### src/rtl/cmd_sched.sv
// Command scheduler: queues host commands in a small FIFO and feeds them to cmd_proc
// one at a time. After each completion it returns 0x5A, or 0xA5 once the queue is empty.
module cmd_sched #(
  parameter int DEPTH = 4
) (
  input  logic                     clk,
  input  logic                     rst_n,
  input  logic [15:0]              host_cmd,
  input  logic                     host_cmd_rdy,
  output logic                     clr_host_rdy,
  output logic [15:0]              cmd,
  output logic                     cmd_rdy,
  input  logic                     clr_cmd_rdy,
  input  logic                     done,
  output logic [7:0]               resp,
  output logic                     send_resp,
  output logic [$clog2(DEPTH):0]   q_cnt,
  output logic                     ovfl
);

  localparam int PW = $clog2(DEPTH);
  localparam int CW = PW + 1;

  localparam logic [1:0] IDLE  = 2'd0;
  localparam logic [1:0] ISSUE = 2'd1;
  localparam logic [1:0] WAIT  = 2'd2;
  localparam logic [1:0] RESP  = 2'd3;

  localparam logic [7:0] RESP_MORE  = 8'h5A;
  localparam logic [7:0] RESP_DRAIN = 8'hA5;

  logic [15:0]   mem_q [DEPTH];
  logic [PW-1:0] rd_ptr_q, rd_ptr_d;
  logic [PW-1:0] wr_ptr_q, wr_ptr_d;
  logic [CW-1:0] cnt_q, cnt_d;
  logic [1:0]    state_q, state_d;
  logic          clr_host_q, clr_host_d;
  logic          ovfl_q, ovfl_d;
  logic [15:0]   cmd_q, cmd_d;
  logic          cmd_rdy_q, cmd_rdy_d;
  logic [7:0]    resp_q, resp_d;
  logic          send_resp_q, send_resp_d;
  logic          head_valid_q, head_valid_d;

  logic take, is_flush, push_req, pop, full, push;

  // A host word is taken only when we did not acknowledge it the cycle before.
  assign take     = host_cmd_rdy & ~clr_host_q;
  assign is_flush = take & (host_cmd[15:12] == 4'hF);
  assign push_req = take & ~is_flush;
  // head_valid guards the pop so a flushed head never removes a newer entry.
  assign pop      = (state_q == ISSUE) & clr_cmd_rdy & head_valid_q;
  assign full     = (cnt_q == CW'(DEPTH));
  assign push     = push_req & (~full | pop);

  always_comb begin
    rd_ptr_d   = rd_ptr_q + PW'(pop);
    clr_host_d = take;
    ovfl_d     = ovfl_q | (push_req & ~push);
    if (is_flush) begin
      wr_ptr_d = rd_ptr_d;
      cnt_d    = '0;
    end else begin
      wr_ptr_d = wr_ptr_q + PW'(push);
      cnt_d    = cnt_q + CW'(push) - CW'(pop);
    end
  end

  always_comb begin
    state_d      = state_q;
    cmd_d        = cmd_q;
    cmd_rdy_d    = cmd_rdy_q;
    resp_d       = resp_q;
    send_resp_d  = 1'b0;
    head_valid_d = head_valid_q;
    case (state_q)
      IDLE: begin
        if (cnt_q != '0) begin
          cmd_d        = mem_q[rd_ptr_q];
          cmd_rdy_d    = 1'b1;
          head_valid_d = 1'b1;
          state_d      = ISSUE;
        end
      end
      ISSUE: begin
        if (clr_cmd_rdy) begin
          cmd_rdy_d    = 1'b0;
          head_valid_d = 1'b0;
          state_d      = WAIT;
        end
      end
      WAIT: begin
        if (done) begin
          resp_d      = (cnt_q == '0) ? RESP_DRAIN : RESP_MORE;
          send_resp_d = 1'b1;
          state_d     = RESP;
        end
      end
      default: state_d = IDLE;
    endcase
    if (is_flush) head_valid_d = 1'b0;
  end

  always_ff @(posedge clk) begin
    if (push) mem_q[wr_ptr_q] <= host_cmd;
  end

  always_ff @(posedge clk or negedge rst_n) begin
    if (!rst_n) begin
      rd_ptr_q     <= '0;
      wr_ptr_q     <= '0;
      cnt_q        <= '0;
      state_q      <= IDLE;
      clr_host_q   <= 1'b0;
      ovfl_q       <= 1'b0;
      cmd_q        <= '0;
      cmd_rdy_q    <= 1'b0;
      resp_q       <= '0;
      send_resp_q  <= 1'b0;
      head_valid_q <= 1'b0;
    end else begin
      rd_ptr_q     <= rd_ptr_d;
      wr_ptr_q     <= wr_ptr_d;
      cnt_q        <= cnt_d;
      state_q      <= state_d;
      clr_host_q   <= clr_host_d;
      ovfl_q       <= ovfl_d;
      cmd_q        <= cmd_d;
      cmd_rdy_q    <= cmd_rdy_d;
      resp_q       <= resp_d;
      send_resp_q  <= send_resp_d;
      head_valid_q <= head_valid_d;
    end
  end

  assign clr_host_rdy = clr_host_q;
  assign cmd          = cmd_q;
  assign cmd_rdy      = cmd_rdy_q;
  assign resp         = resp_q;
  assign send_resp    = send_resp_q;
  assign q_cnt        = cnt_q;
  assign ovfl         = ovfl_q;

endmodule

### config.mk
export PLATFORM = sky130hd
export DESIGN_NAME = cmd_sched
export DESIGN_NICKNAME = d
export VERILOG_FILES = /design/src/rtl/cmd_sched.sv
export SDC_FILE = /design/constraint.sdc
export NUM_CORES = 1
export LEC_CHECK = 0
export BUFFER_PORTS_ARGS = -buffer_cell sky130_fd_sc_hd__buf_2
export CAP_MARGIN = 20
export CELL_PAD_IN_SITES_DETAIL_PLACEMENT = 1
export CELL_PAD_IN_SITES_GLOBAL_PLACEMENT = 1
export CORE_AREA = 10 10 101 103
export CTS_CLUSTER_DIAMETER = 150
export CTS_CLUSTER_SIZE = 28
export DETAILED_ROUTE_END_ITERATION = 7
export DIE_AREA = 0 0 111 113
export PLACE_DENSITY = 0.82
export SYNTH_ARGS = -nofsm -noshare
export SYNTH_HDL_FRONTEND = slang
export SYNTH_SLANG_ARGS = --single-unit
### constraint.sdc
create_clock -name clk -period 3.85 [get_ports clk]
set_clock_uncertainty 0.2 [all_clocks]
set_input_delay 0.385 -clock clk [delete_from_list [all_inputs] [get_ports clk]]
set_output_delay 0.385 -clock clk [all_outputs]
set_load 0.02 [all_outputs]
== Word level (Yosys, flattened, before mapping) ==
Memories as Yosys holds them, arrays and structs flattened. A register that Yosys moved wholly into a read port is not among the register bits.
Cells that the tools add are included.
W data, S select, Z words.
Operators by class
  add/sub/neg operators: 4
  $mul: 0
  div/mod/pow operators: 0
  $lt $le $gt $ge: 0
  eq/ne operators: 9
  shift-type cells: 0
  mux-type cells: 15
  bitwise gates (word level): 13
  reductions and logical operators: 11
Operators by type and width (count)
  $reduce_and A3 Y1: 3
  $mux W2: 4
  $mux W8: 1
  $and A1 B1 Y1: 7
  $mux W1: 7
  $ne A2 B2 Y1 const B: 3
  $ne A3 B3 Y1 const B: 2
  $pmux W2 S3: 1
  $reduce_bool A3 Y1: 2
  $add A2 B1 Y2: 2
  $eq A4 B4 Y1 const B: 1
  $not A1 Y1: 4
  $reduce_and A2 Y1: 2
  $add A3 B1 Y3: 1
  $eq A3 B3 Y1 const B: 1
  $logic_not A3 Y1: 1
  $mux W3: 1
  $sub A3 B1 Y3: 1
  $eq A2 B1 Y1 const B: 1
  $eq A2 B2 Y1 const B: 1
  $logic_not A2 Y1: 1
  $or A1 B1 Y1: 2
  $pmux W1 S2: 1
  $reduce_bool A2 Y1: 1
  $logic_not A1 Y1: 1
Storage, ports and cells
  bits in registers: 22
  bits in latches: 0
  bits in writable memories: 64
  memory bits (read-only): 0
  input port bits: 21
  output and inout port bits: 31
  word-level logic and storage cells: 63
  memories: 1
Memory list
  mem_q: words 4, bits a word 16, read ports 1, clocked after Yosys merged registers in 1, wr ports 1, RTL line 32  | logic [15:0] mem_q [DEPTH];

== Depth between registers and ports, before layout ==
Gate-level depths: netlist of run 1.
  depth after elaboration: 9
  gate-level depth with buffers: 12
  mapped depth without buffers: 12

== Worst setup path before layout of run 1 ==
Ideal clock, no wire load.
  path type: reg-to-reg
  start: register state_q[1]
  end: memory mem_q[0][0], enable pin
  setup time: 409 ps
  arrival time: 2159 ps
  required time: 3241 ps
  slack: 1082 ps
  stages on the path, launching flop included: 6
  buffers on the path: 0
  clock period less this slack: 2768 ps
  cell sequence: dfrtp_1 -> inv_1 -> ha_1 -> and3_1 -> o211ai_4 -> nor3_1
Between the ends
  longest elaborated chain between the ends: 7
RTL lines
  start, declared: RTL line 36  | logic [1:0] state_q, state_d;
  start signal, assigned: RTL line 125  | state_q <= state_d;
  $eq A2 B1 Y1: RTL line 52  | assign pop = (state_q == ISSUE) & clr_cmd_rdy & head_valid_q;
  $and A1 B1 Y1 (2 in series): RTL line 52
  $or A1 B1 Y1: RTL line 54  | assign push = push_req & (~full | pop);
  $and A1 B1 Y1: RTL line 54
  $mux W1: RTL line 105  | if (push) mem_q[wr_ptr_q] <= host_cmd;
  $mux W1 (implied by the code): RTL line 105
  end, declared: RTL line 32
No other way between the ends.

== Worst setup path after layout of run 1 ==
  start: register state_q[1]
  end: register cnt_q[2] (netlist: q_cnt[2])
Between the ends
  longest elaborated chain between the ends: 8
RTL lines
  $eq A2 B1 Y1 *: RTL line 52
  $and A1 B1 Y1 * (2 in series): RTL line 52
  $or A1 B1 Y1: RTL line 54
  $and A1 B1 Y1: RTL line 54
  $add A3 B1 Y3: RTL line 65  | cnt_d = cnt_q + CW'(push) - CW'(pop);
  $sub A3 B1 Y3 *: RTL line 65
  $mux W3 *: RTL line 60  | if (is_flush) begin
  via cnt_d[2]: RTL line 35  | logic [CW-1:0] cnt_q, cnt_d;
  end signal, assigned: RTL line 124  | cnt_q <= cnt_d;
  end, declared: RTL line 35
The timed path passes the listed nets; every way through them passes the cells marked *.
A chain may end at the register's enable or synchronous reset.

==> impl_metrics.env, run 1 <==
export IMPL_cp_slowest_cell="sky130_fd_sc_hd__dfrtp_1"
export IMPL_track_usage_pct=12.1
export IMPL_yosysSeqAreaShare_pct=71.3
export IMPL_floorplan_io_pins=52
export IMPL_placement_rows=33
export IMPL_post_cts_resized=0
export IMPL_timing_final_setup_violations=0
export IMPL_synth_edff_count=64
export IMPL_postPlaceCellArea_sq_um=4160
export IMPL_post_synth_inst_count=202
export IMPL_ctsHtreeMaxLevel=3
export IMPL_synth_top_cells_by_count="64 x sky130_fd_sc_hd__edfxtp_1, 32 x sky130_fd_sc_hd__dfrtp_1, 18 x sky130_fd_sc_hd__mux2_2, 16 x sky130_fd_sc_hd__mux4_2, 10 x sky130_fd_sc_hd__inv_1"
export IMPL_drv_max_cap_violation_count=0
export IMPL_start_util_pct=47.0
export IMPL_period_share_pct=77.3
export IMPL_post_synth_cell_area_avg_sq_um=18.9
export IMPL_finalInstanceArea_sq_um=4380
export IMPL_syn_cell_area_sq_um=3820
export IMPL_synthDominantAreaCellType="sky130_fd_sc_hd__edfxtp_1"
export IMPL_antenna_violations_before_repair=0
export IMPL_nets=287
export IMPL_chipHeight_microns=113
export IMPL_synth_fa_ha_area_share_pct=3.14
export IMPL_rsz0062_at_grt="false"
export IMPL_yosys_top_cells_area="sky130_fd_sc_hd__edfxtp_1 50%, sky130_fd_sc_hd__dfrtp_1 21%, sky130_fd_sc_hd__mux4_2 9.4%, sky130_fd_sc_hd__mux2_2 5.3%, sky130_fd_sc_hd__ha_1 2.6%"
export IMPL_worst_endpoint_arrival_ps=3020
export IMPL_grt_ovfl_total=0
export IMPL_tritoncts="built"
export IMPL_synth_simple_gate_area_share_pct=3.96
export IMPL_period_minus_slack_ps=2980
export IMPL_post_dp_hpwl_microns=5170
export IMPL_synth_cell_types=34
export IMPL_cp_start_kind="flop"
export IMPL_cts_inserted_buffers=9
export IMPL_critPathMaxStageDelay_ps=400
export IMPL_cts_num_sinks=96
export IMPL_cellPowerDensity_nw_per_um2=781
export IMPL_yosysWarningCount=0
export IMPL_max_clock_freq_mhz=336
export IMPL_power_static_leakage_nw=1.71
export IMPL_number_of_buffers_inserted_to_repair_setup_after_cts=0
export IMPL_most_used_standard_cell_by_instance_count_after_synthesis="sky130_fd_sc_hd__edfxtp_1"
export IMPL_detail_route_iter0_violations=79
export IMPL_place_ws_ps=868
export IMPL_synth_compound_gate_area_share_pct=2.65
export IMPL_yosys_area_share_xor_xnor_pct=0.688
export IMPL_final_hold_violation_count=0
export IMPL_cp_end_kind="flop"
export IMPL_detailroute_via_count=1913
export IMPL_clockRootBuffer="sky130_fd_sc_hd__clkbuf_8"
export IMPL_worstSkewPairLatency_ps=340
export IMPL_vdd_drop_max_uv=390
export IMPL_pin_count_of_the_biggest_net_entering_global_routing=33
export IMPL_finalSetupTns_ps=0
export IMPL_fraction_of_final_layout_cells_with_drive_strength_greater_than_1_pct=42.4
export IMPL_dominant_combinational_cell_family_by_area_after_synthesis="multiplexers"
export IMPL_measured_slew_at_the_worst_slew_check_pin_ps=1020
export IMPL_grt_first_pass_wirelength_microns=12000
export IMPL_relSlewSlack_pct=32.1
export IMPL_final_critical_path_setup_slack_ps=873
export IMPL_flow_area_growth_from_synthesis_pct=14.7
export IMPL_synth_top_area_share_pct=50.3
export IMPL_cp_required_ps=3900
export IMPL_asyncSetResetFlopFracSynth_pct=33.3
export IMPL_result_of_the_run="finished clean"
export IMPL_ys_ff_latch=96
export IMPL_critical_path_peak_fanout=4
export IMPL_number_of_port_buffers=51
export IMPL_route_antenna_remaining_nets=0
export IMPL_min_delay_path_class="input port to flop"
export IMPL_wire_per_inst_microns=20.1
export IMPL_cts_root_to_sink_buffers=2
export IMPL_die_w_microns=111
export IMPL_route_detailed_drc=0
export IMPL_synthFlopType="sky130_fd_sc_hd__edfxtp_1"
export IMPL_cts_reportedPaths_clkPinSlew_ps=100
export IMPL_cell_chain_critical_path="inv_1 -> ha_1 -> and3_1 -> o211ai_4 -> ha_1 -> inv_1 -> ha_1 -> inv_1 -> fa_1 -> xor2_1 -> and2_2 -> nor3_1"
export IMPL_antenna_cells=0
export IMPL_nFillCells=754
export IMPL_routed_wirelength_microns=7390
export IMPL_die_area_sq_um=12500
export IMPL_critPathKind="flop to flop"
export IMPL_first_global_vias=2215
export IMPL_drt_pass1_iterations=4
export IMPL_finalWeightedCongestion=0.682
export IMPL_post_drt_via_cell_ratio=5.21
export IMPL_postSynthNetCount=232
export IMPL_number_of_pins_with_negative_max_slew_slack_in_the_final_report=0
export IMPL_post_synth_mux_area_share_pct=15.0
export IMPL_core_area_sq_um=8130
## registers in the layout (all words and copies together), names as in the netlist
register      cells
resp              2
cmd_rdy           1
ovfl              1
head_valid_q      1
q_cnt             3
send_resp         1
rd_ptr_q          2
state_q           2
clr_host_rdy      1
cmd              16
wr_ptr_q          2
mem_q            64
## per-layer routing
metal  vias up  part of all wire [%]  track usage (%)  routed length (microns)
met3         7                   3.5             2.54                      255
met5         -                     0                0                        0
met4         0                  0.92             4.43                       68
met2        33                    54             22.2                     3990
met1       993                    42             13.5                     3070
li1        880                     -                -                        -
## per-stage QoR
stage          power [mW]  hold WS [ps]  instances  utilization (%)
2_1_floorplan        2.42          -111        202                -
3_3_place_gp         2.71           276        350             51.1
3_5_place_dp         2.78           289        350             51.1
4_1_cts              3.49          30.7        367             53.9
5_1_grt              3.63          42.4        367             53.9
6_report             3.42          51.8        367             53.9
## placed cells by master (no fill, tap or decap), drive strengths merged, types with 2 or more instances in the layout
cell    Yosys  layout
edfxtp     64      64
buf        11      54
dfrtp      32      32
mux2       18      18
mux4       16      16
inv        11      13
clkbuf      0      10
ha          8       8
o21ai       5       5
nor2        4       4
nor2b       4       4
nor3        4       4
and3        3       3
xor2        2       2
a21oi       2       2
a21o        2       2
bufinv      0       2
clkinv      0       2
## worst max-delay path: cells and delay by family, from the launching register on
family / cells / cell delay [ps]
AOI/OAI and AO/OA: 1 / 270
adders and majority gates: 4 / 1010
DFF: 1 / 400
xor gates and xnor gates: 1 / 160
buffers and inverters: 3 / 190
and+or+nand+nor: 3 / 650
## what timing repair did
action,4_1_cts,5_1_grt
hold endpoints to repair,32,0
hold buffers,1,0
endpoints found under the setup margin,0,0
## cell families (layout without fill, tap and decap cells)
group	after synthesis	after routing
mux	35	35
compound gates	12	12
simple gates	25	25
flops	96	96
buf+inv	22	82
xor+xnor	3	3
fa+ha+maj	9	9
## where the power goes
group / internal (mW) / switching, mW
Sequential: 1.36 / 0.213
Clock: 0.371 / 0.337
Combinational: 0.555 / 0.584
Total: 2.29 / 1.13
## path summary, 6_finish.rpt
| path | cells after the start | endpoint | slack (ps) | from |
|---|---|---|---|---|
| max | 12 | q_cnt[2] | 870 | state_q[1] |
| min in group asynchronous | 2 | cmd[11] | 450 | rst_n |
| max in group asynchronous | 2 | cmd[4] | 2490 | rst_n |
| max reg2reg | 12 | q_cnt[2] | 870 | state_q[1] |
| min reg2reg | 2 | ovfl | 300 | ovfl |
| min | 1 | mem_q[3][8] | 50 | host_cmd[8] |
## cell type report
cell class | instances | area, sq um | area share, %
Sequential cell | 96 | 2720 | 62.1
Multi-Input combinational cell | 84 | 982 | 22.4
Timing Repair Buffer | 55 | 288 | 6.56
Tap cell | 105 | 131 | 3.00
Clock buffer | 10 | 128 | 2.91
Clock inverter | 6 | 91.3 | 2.08
Inverter | 11 | 41.3 | 0.942
Note: power is estimated with default switching activity, not from simulation.
==> inputs of run 2 (changes only) <==
==> config.mk (replaced) <==
export PLATFORM = sky130hd
export DESIGN_NAME = cmd_sched
export DESIGN_NICKNAME = d
export VERILOG_FILES = /design/src/rtl/cmd_sched.sv
export SDC_FILE = /design/constraint.sdc
export NUM_CORES = 1
export LEC_CHECK = 0
export ABC_AREA = 1
export BUFFER_PORTS_ARGS = -buffer_cell sky130_fd_sc_hd__buf_2
export CAP_MARGIN = 20
export CELL_PAD_IN_SITES_DETAIL_PLACEMENT = 1
export CELL_PAD_IN_SITES_GLOBAL_PLACEMENT = 1
export CORE_AREA = 10 10 111 113
export CTS_CLUSTER_DIAMETER = 150
export CTS_CLUSTER_SIZE = 28
export DETAILED_ROUTE_END_ITERATION = 7
export DIE_AREA = 0 0 121 123
export PLACE_DENSITY = 0.8
export SYNTH_ARGS = -nofsm -noshare
export SYNTH_HDL_FRONTEND = slang
export SYNTH_SLANG_ARGS = --single-unit
==> constraint.sdc (replaced) <==
create_clock -name clk -period 2.51 [get_ports clk]
set_clock_uncertainty 0.2 [all_clocks]
set_input_delay 0.251 -clock clk [delete_from_list [all_inputs] [get_ports clk]]
set_output_delay 0.251 -clock clk [all_outputs]
set_load 0.02 [all_outputs]
==> run 2 against run 1 <==
Hold slack got worse by 8.2 ps; sequential power increased by 48%; count of clock-buffer cells in the layout increased by 1; combinational power increased by 100%; clock power increased by 74%; die area increased by 19%; worst setup slack got worse by 690 ps; cell count increased by 56%; total power increased by 72%; synthesized cell count increased by 78%; non-clock buffer count increased by 25; critical endpoint unchanged; highest routed layer unchanged.
==> impl_metrics.env, run 2 <==
export IMPL_result_of_the_run="finished clean"
export IMPL_chipHeight_microns=123
export IMPL_syn_cell_area_sq_um=4050
export IMPL_post_layout_nonfiller_instances=574
export IMPL_cp_start_kind="flop"
export IMPL_finalWeightedCongestion=0.804
export IMPL_cts_num_sinks=96
export IMPL_post_dp_hpwl_microns=6230
export IMPL_start_util_pct=40.0
export IMPL_postPlaceCellArea_sq_um=4370
export IMPL_die_area_sq_um=14900
export IMPL_antenna_violations_before_repair=0
export IMPL_synthFlopType="sky130_fd_sc_hd__edfxtp_1"
export IMPL_antenna_cells=0
export IMPL_floorplan_io_pins=52
export IMPL_critical_path_peak_fanout=4
export IMPL_crit_reg2reg_launch="state_q[1]"
export IMPL_ys_ff_latch=96
export IMPL_cts_reportedPaths_clkPinSlew_ps=80
export IMPL_crit_reg2reg_capture="q_cnt[2]"
export IMPL_most_common_cell_after_layout_fill_and_taps_aside="sky130_fd_sc_hd__nand2_1"
export IMPL_routed_wirelength_microns=9540
export IMPL_vdd_drop_max_uv=344
export IMPL_finalInstanceArea_sq_um=4850
export IMPL_post_synth_cell_area_avg_sq_um=11.3
export IMPL_drt_pass1_iterations=4
export IMPL_cts_inserted_buffers=9
export IMPL_period_share_pct=92.7
export IMPL_post_drt_via_cell_ratio=4.75
export IMPL_placement_rows=37
export IMPL_nFillCells=1102
export IMPL_detail_route_iter0_violations=117
export IMPL_power_static_leakage_nw=2.11
export IMPL_flow_area_growth_from_synthesis_pct=19.6
export IMPL_most_used_standard_cell_by_instance_count_after_synthesis="sky130_fd_sc_hd__nand2_1"
export IMPL_relSlewSlack_pct=48.0
export IMPL_finalPower_mw=5.90
export IMPL_synth_top_cells_by_count="86 x sky130_fd_sc_hd__nand2_1, 75 x sky130_fd_sc_hd__nor2_1, 64 x sky130_fd_sc_hd__edfxtp_1, 32 x sky130_fd_sc_hd__dfrtp_1, 30 x sky130_fd_sc_hd__o21ai_1"
export IMPL_worstHoldEndpoint="ovfl"
export IMPL_die_w_microns=121
export IMPL_synthDominantAreaCellType="sky130_fd_sc_hd__edfxtp_1"
export IMPL_period_minus_slack_ps=2330
export IMPL_cp_required_ps=2620
export IMPL_detailroute_via_count=2727
export IMPL_r2r_worst_path_cells=13
export IMPL_yosysWarningCount=0
export IMPL_place_ws_ps=95.9
export IMPL_placed_cells_incl_taps=537
export IMPL_worstSkewPairLatency_ps=370
export IMPL_min_delay_path_class="input port to flop"
export IMPL_first_global_vias=2914
export IMPL_grt_first_pass_wirelength_microns=15200
export IMPL_worst_endpoint_arrival_ps=2440
export IMPL_rsz0062_at_grt="false"
export IMPL_worst_setup_path_startpoint="state_q[1]"
export IMPL_measured_slew_at_the_worst_slew_check_pin_ps=780
export IMPL_asyncSetResetFlopFracSynth_pct=33.3
export IMPL_synth_top_area_share_pct=47.4
export IMPL_critPathKind="flop to flop"
export IMPL_grt_ovfl_total=0
export IMPL_number_of_port_buffers=51
export IMPL_nets=463
export IMPL_ctsHtreeMaxLevel=3
export IMPL_mostFrequentLayoutCells="86 x sky130_fd_sc_hd__nand2_1, 75 x sky130_fd_sc_hd__nor2_1, 64 x sky130_fd_sc_hd__edfxtp_1"
export IMPL_drv_max_cap_violation_count=0
export IMPL_core_area_sq_um=10100
export IMPL_cp_end_kind="flop"
export IMPL_whs_path_depth=4
export IMPL_clockRootBuffer="sky130_fd_sc_hd__clkbuf_8"
export IMPL_route_antenna_remaining_nets=0
export IMPL_hp_start="clr_cmd_rdy"
export IMPL_tritoncts="built"
export IMPL_synth_edff_count=64
export IMPL_pin_count_of_the_biggest_net_entering_global_routing=33
export IMPL_yosysSeqAreaShare_pct=67.2
export IMPL_r2r_setup_slack_ps=180
export IMPL_max_clock_freq_mhz=430
export IMPL_route_detailed_drc=0
export IMPL_cellPowerDensity_nw_per_um2=1220
export IMPL_post_synth_inst_count=360
export IMPL_regMostFlops="mem_q"
export IMPL_yosys_top_cells_area="sky130_fd_sc_hd__edfxtp_1 47%, sky130_fd_sc_hd__dfrtp_1 20%, sky130_fd_sc_hd__nand2_1 8.0%, sky130_fd_sc_hd__nor2_1 6.9%, sky130_fd_sc_hd__o21ai_1 3.7%"
export IMPL_final_critical_path_setup_slack_ps=183
export IMPL_final_hold_violation_count=0
export IMPL_track_usage_pct=13.1
export IMPL_finalSetupTns_ps=0
export IMPL_wire_per_inst_microns=16.6
export IMPL_number_of_pins_with_negative_max_slew_slack_in_the_final_report=0
export IMPL_cts_root_to_sink_buffers=2
export IMPL_postSynthNetCount=390
export IMPL_flip_flop_count_of_the_largest_register_after_layout=64
export IMPL_fraction_of_final_layout_cells_with_drive_strength_greater_than_1_pct=20.5
export IMPL_synth_cell_types=27
export IMPL_timing_final_setup_violations=0
-- run 2: routing by layer --
layer	vias up	routed length, microns	part of all wire [%]	GRT usage, %
met5	-	0	0	0
met4	0	188	2.0	6.18
met3	16	276	2.9	2.37
met2	60	4840	51	22.0
met1	1336	4240	44	16.1
li1	1315	-	-	-
-- run 2: area by class of cell --
type                    instances  area [sq um]  share of cell area [%]
clock buffers                  11           141                    2.92
clock inverters                 5           104                    2.14
flip-flops and latches         96          2720                    56.2
repair buffers                 80           533                    11.0
well taps                     136           170                    3.51
inverters                      21          86.3                    1.78
multi-input cells             225          1090                    22.5
-- run 2: worst max path at each step --
| stage | to | cells past startpoint |
|---|---|---|
| global placement | q_cnt[2] | 13 |
| finish | q_cnt[2] | 13 |
| detailed placement | q_cnt[2] | 13 |
| floorplan | q_cnt[2] | 12 |
| CTS | q_cnt[2] | 13 |
| global route | q_cnt[2] | 13 |
-- run 2: cell families after synthesis --
group                    Yosys count  share of synthesized area (%)
flip-flops                        96                           67.2
AO/OA/AOI/OAI                     39                           5.00
XOR/XNOR                           3                          0.649
adder cells (fa/ha/maj)            9                           2.96
AND/OR/NAND/NOR                  174                           17.6
buffers and inverters             39                           6.58
-- run 2: power by group --
part / total [mW] / switching (mW) / internal, mW
sequential: 2.34 / 0.248 / 2.09
clock: 1.23 / 0.535 / 0.691
combinational: 2.33 / 1.55 / 0.775
total: 5.90 / 2.34 / 3.56
-- run 2: stage by stage --
stage                     util, %  hold slack, ps
after global placement       43.1             178
final                        47.8            43.5
after CTS                    47.4            85.8
after global routing         47.8            77.1
after floorplan                 -            -245
after detailed placement     43.1             194
-- run 2: what timing repair did --
item	in CTS	in global routing
gates resized for setup	0	6
hold buffers	19	0
endpoints found under the hold margin	99	0
setup buffers	0	2
endpoints found under the setup margin	0	15
-- run 2: worst max-delay path: stages (launching register included) --
cell	delay (ps)
sky130_fd_sc_hd__dfrtp_1	440
sky130_fd_sc_hd__inv_2	110
sky130_fd_sc_hd__ha_4	140
sky130_fd_sc_hd__nand3_2	90
sky130_fd_sc_hd__nand3_2	80
sky130_fd_sc_hd__nand3_2	90
sky130_fd_sc_hd__ha_1	290
sky130_fd_sc_hd__inv_1	50
sky130_fd_sc_hd__ha_1	130
sky130_fd_sc_hd__inv_1	50
sky130_fd_sc_hd__fa_1	370
sky130_fd_sc_hd__nand2_1	80
sky130_fd_sc_hd__nand2_1	50
sky130_fd_sc_hd__nor2_1	90
==> inputs of run 3 (changes only) <==
==> config.mk (replaced) <==
export PLATFORM = sky130hd
export DESIGN_NAME = cmd_sched
export DESIGN_NICKNAME = d
export VERILOG_FILES = /design/src/rtl/cmd_sched.sv
export SDC_FILE = /design/constraint.sdc
export NUM_CORES = 1
export LEC_CHECK = 0
export BUFFER_PORTS_ARGS = -buffer_cell sky130_fd_sc_hd__buf_2
export CAP_MARGIN = 20
export CELL_PAD_IN_SITES_DETAIL_PLACEMENT = 1
export CELL_PAD_IN_SITES_GLOBAL_PLACEMENT = 1
export CORE_AREA = 10 10 105 107
export CTS_CLUSTER_DIAMETER = 150
export CTS_CLUSTER_SIZE = 28
export DETAILED_ROUTE_END_ITERATION = 7
export DIE_AREA = 0 0 115 117
export PLACE_DENSITY = 0.79
export SYNTH_ARGS = -nofsm -noshare
export SYNTH_HDL_FRONTEND = slang
export SYNTH_SLANG_ARGS = --single-unit
==> run 3 against run 2 <==
Maximum frequency decreased by 8.5%; non-clock buffer count increased by 9; die area decreased by 9.6%; wire length decreased by 15%; the run now ends with negative setup slack left; design area decreased by 3.3%; global-route usage decreased by 0.65 points; critical endpoint unchanged.
==> impl_metrics.env, run 3 (synthesis results as in run 1) <==
export IMPL_die_w_microns=115
export IMPL_finalPower_mw=5.37
export IMPL_cp_slowest_cell="sky130_fd_sc_hd__dfrtp_2"
export IMPL_final_critical_path_setup_slack_ps=-33.7
export IMPL_nFillCells=866
export IMPL_critical_path_peak_fanout=2
export IMPL_final_hold_violation_count=0
export IMPL_cts_root_to_sink_buffers=2
export IMPL_cts_reportedPaths_clkPinSlew_ps=100
export IMPL_failed_checks="negative setup slack"
export IMPL_storage_cell_area_sq_um=2730
export IMPL_cp_required_ps=2580
export IMPL_cts_inserted_buffers=9
export IMPL_antenna_violations_before_repair=0
export IMPL_pin_count_of_the_biggest_net_entering_global_routing=33
export IMPL_finalInstanceArea_sq_um=4690
export IMPL_multiInputGateArea_sq_um=1020
export IMPL_p_int_mw=3.50
export IMPL_power_static_leakage_nw=1.83
export IMPL_rsz0062_at_grt="true"
export IMPL_regMostFlops="mem_q"
export IMPL_route_antenna_remaining_nets=0
export IMPL_period_minus_slack_ps=2540
export IMPL_p_comb_share_pct=40.1
export IMPL_min_delay_path_class="input port to flop"
export IMPL_placed_cells_incl_taps=370
export IMPL_track_usage_pct=12.4
export IMPL_timing_final_setup_violations=1
export IMPL_number_of_port_buffers=51
export IMPL_number_of_pins_with_negative_max_slew_slack_in_the_final_report=0
export IMPL_worst_endpoint_arrival_ps=2620
export IMPL_antenna_cells=0
export IMPL_p_sw_share_pct=34.9
export IMPL_routed_wirelength_microns=8070
export IMPL_switching_power_mw=1.87
export IMPL_pwr_share_seq_pct=42.4
export IMPL_finalWeightedCongestion=0.721
export IMPL_core_area_sq_um=9020
export IMPL_cp_start_kind="flop"
export IMPL_mostFrequentLayoutCells="64 x sky130_fd_sc_hd__edfxtp_1, 51 x sky130_fd_sc_hd__buf_2, 29 x sky130_fd_sc_hd__dfrtp_1"
export IMPL_post_layout_nonfiller_instances=407
export IMPL_detailroute_via_count=2077
export IMPL_cellPowerDensity_nw_per_um2=1150
export IMPL_first_global_vias=2347
export IMPL_hold_slack_ps=49.5
export IMPL_die_area_sq_um=13500
export IMPL_relSlewSlack_pct=30.0
export IMPL_route_detailed_drc=0
export IMPL_post_drt_via_cell_ratio=5.10
export IMPL_grt_ovfl_total=0
export IMPL_post_dp_hpwl_microns=5040
export IMPL_placement_rows=35
export IMPL_vdd_drop_max_uv=331
export IMPL_cts_num_sinks=96
export IMPL_detail_route_iter0_violations=101
export IMPL_chipHeight_microns=117
export IMPL_measured_slew_at_the_worst_slew_check_pin_ps=1050
export IMPL_period_share_pct=101
export IMPL_postPlaceCellArea_sq_um=4270
export IMPL_most_common_cell_after_layout_fill_and_taps_aside="sky130_fd_sc_hd__edfxtp_1"
export IMPL_worstSkewPairLatency_ps=360
export IMPL_fraction_of_final_layout_cells_with_drive_strength_greater_than_1_pct=46.3
export IMPL_wire_per_inst_microns=19.8
export IMPL_floorplan_io_pins=52
export IMPL_nets=321
export IMPL_ctsHtreeMaxLevel=3
export IMPL_tritoncts="built"
export IMPL_cp_end_kind="flop"
export IMPL_max_clock_freq_mhz=393
export IMPL_drt_pass1_iterations=4
export IMPL_critPathKind="flop to flop"
export IMPL_flip_flop_count_of_the_largest_register_after_layout=64
export IMPL_cell_chain_critical_path="or3b_4 -> o211ai_4 -> ha_1 -> inv_1 -> ha_1 -> inv_1 -> fa_2 -> xor2_2 -> and2_4 -> nor3_2"
export IMPL_critPathMaxStageDelay_ps=410
export IMPL_result_of_the_run="complete, but fails checks"
export IMPL_grt_first_pass_wirelength_microns=12800
export IMPL_power_clock_fraction_pct=17.6
export IMPL_start_util_pct=42.4
export IMPL_flow_area_growth_from_synthesis_pct=22.7
export IMPL_clockRootBuffer="sky130_fd_sc_hd__clkbuf_8"
export IMPL_drv_max_cap_violation_count=0
==> run 3: power by group through the flow <==
| stage | combinational (mW) | clock [mW] | sequential (mW) |
|---|---|---|---|
| 3_3_place_gp | 2.00 | 0 | 2.27 |
| 2_1_floorplan | 1.19 | 0 | 2.54 |
| 3_5_place_dp | 2.08 | 0 | 2.30 |
| 5_1_grt | 2.35 | 1.03 | 2.32 |
| 4_1_cts | 2.14 | 0.965 | 2.27 |
| 6_report | 2.15 | 0.944 | 2.28 |
==> run 3: critical path, delay by kind of cell, from the launching register on <==
family | cells | cell delay, ps
compound gates | 1 | 170
xor+xnor | 1 | 160
fa+ha+maj | 3 | 740
buf+inv | 2 | 110
flops | 1 | 410
simple gates | 3 | 670
==> run 3: through the flow <==
stage / setup slack, ps / TNS (ps) / utilization, %
global placement: -2.34 / -2.34 / 47.4
global route: -145 / -145 / 52.0
floorplan: -240 / -7850 / -
finish: -33.7 / -33.7 / 52.0
CTS: -45.2 / -45.2 / 51.7
detailed placement: -137 / -137 / 47.4
==> run 3: final timing paths <==
kind	slack [ps]	end	cells after the start	startpoint
min in group asynchronous	290	cmd[4]	2	rst_n
max	-30	q_cnt[2]	10	q_cnt[0]
min reg2reg	310	cmd[5]	1	cmd[5]
max reg2reg	-30	q_cnt[2]	10	q_cnt[0]
max in group asynchronous	1260	q_cnt[2]	2	rst_n
min	50	ovfl	3	host_cmd_rdy
==> run 3: repair_timing <==
item | 4_1_cts | 5_1_grt
endpoints found under the setup margin | 1 | 1
hold endpoints to repair | 98 | 0
resized for setup | 5 | 3
pin swaps | 4 | 0
setup buffers | 2 | 1
hold buffers | 18 | 0
==> run 3: area by class of cell <==
| cell class | count | area share [%] |
|---|---|---|
| Clock buffer | 10 | 2.72 |
| Clock inverter | 6 | 1.09 |
| Inverter | 11 | 0.881 |
| Multi-Input combinational cell | 84 | 21.7 |
| Sequential cell | 96 | 58.2 |
| Tap cell | 111 | 2.96 |
| Timing Repair Buffer | 89 | 12.5 |
==> run 3: layer usage <==
layer  track usage, %  wire (microns)  part of all wire (%)  vias up
li1                 -               -                     -      944
met1             14.6            3370                    42     1089
met2             21.7            4240                    53       38
met3             3.11             342                   4.2        6
met4             4.29             109                   1.4        0
met5                0               0                     0        -
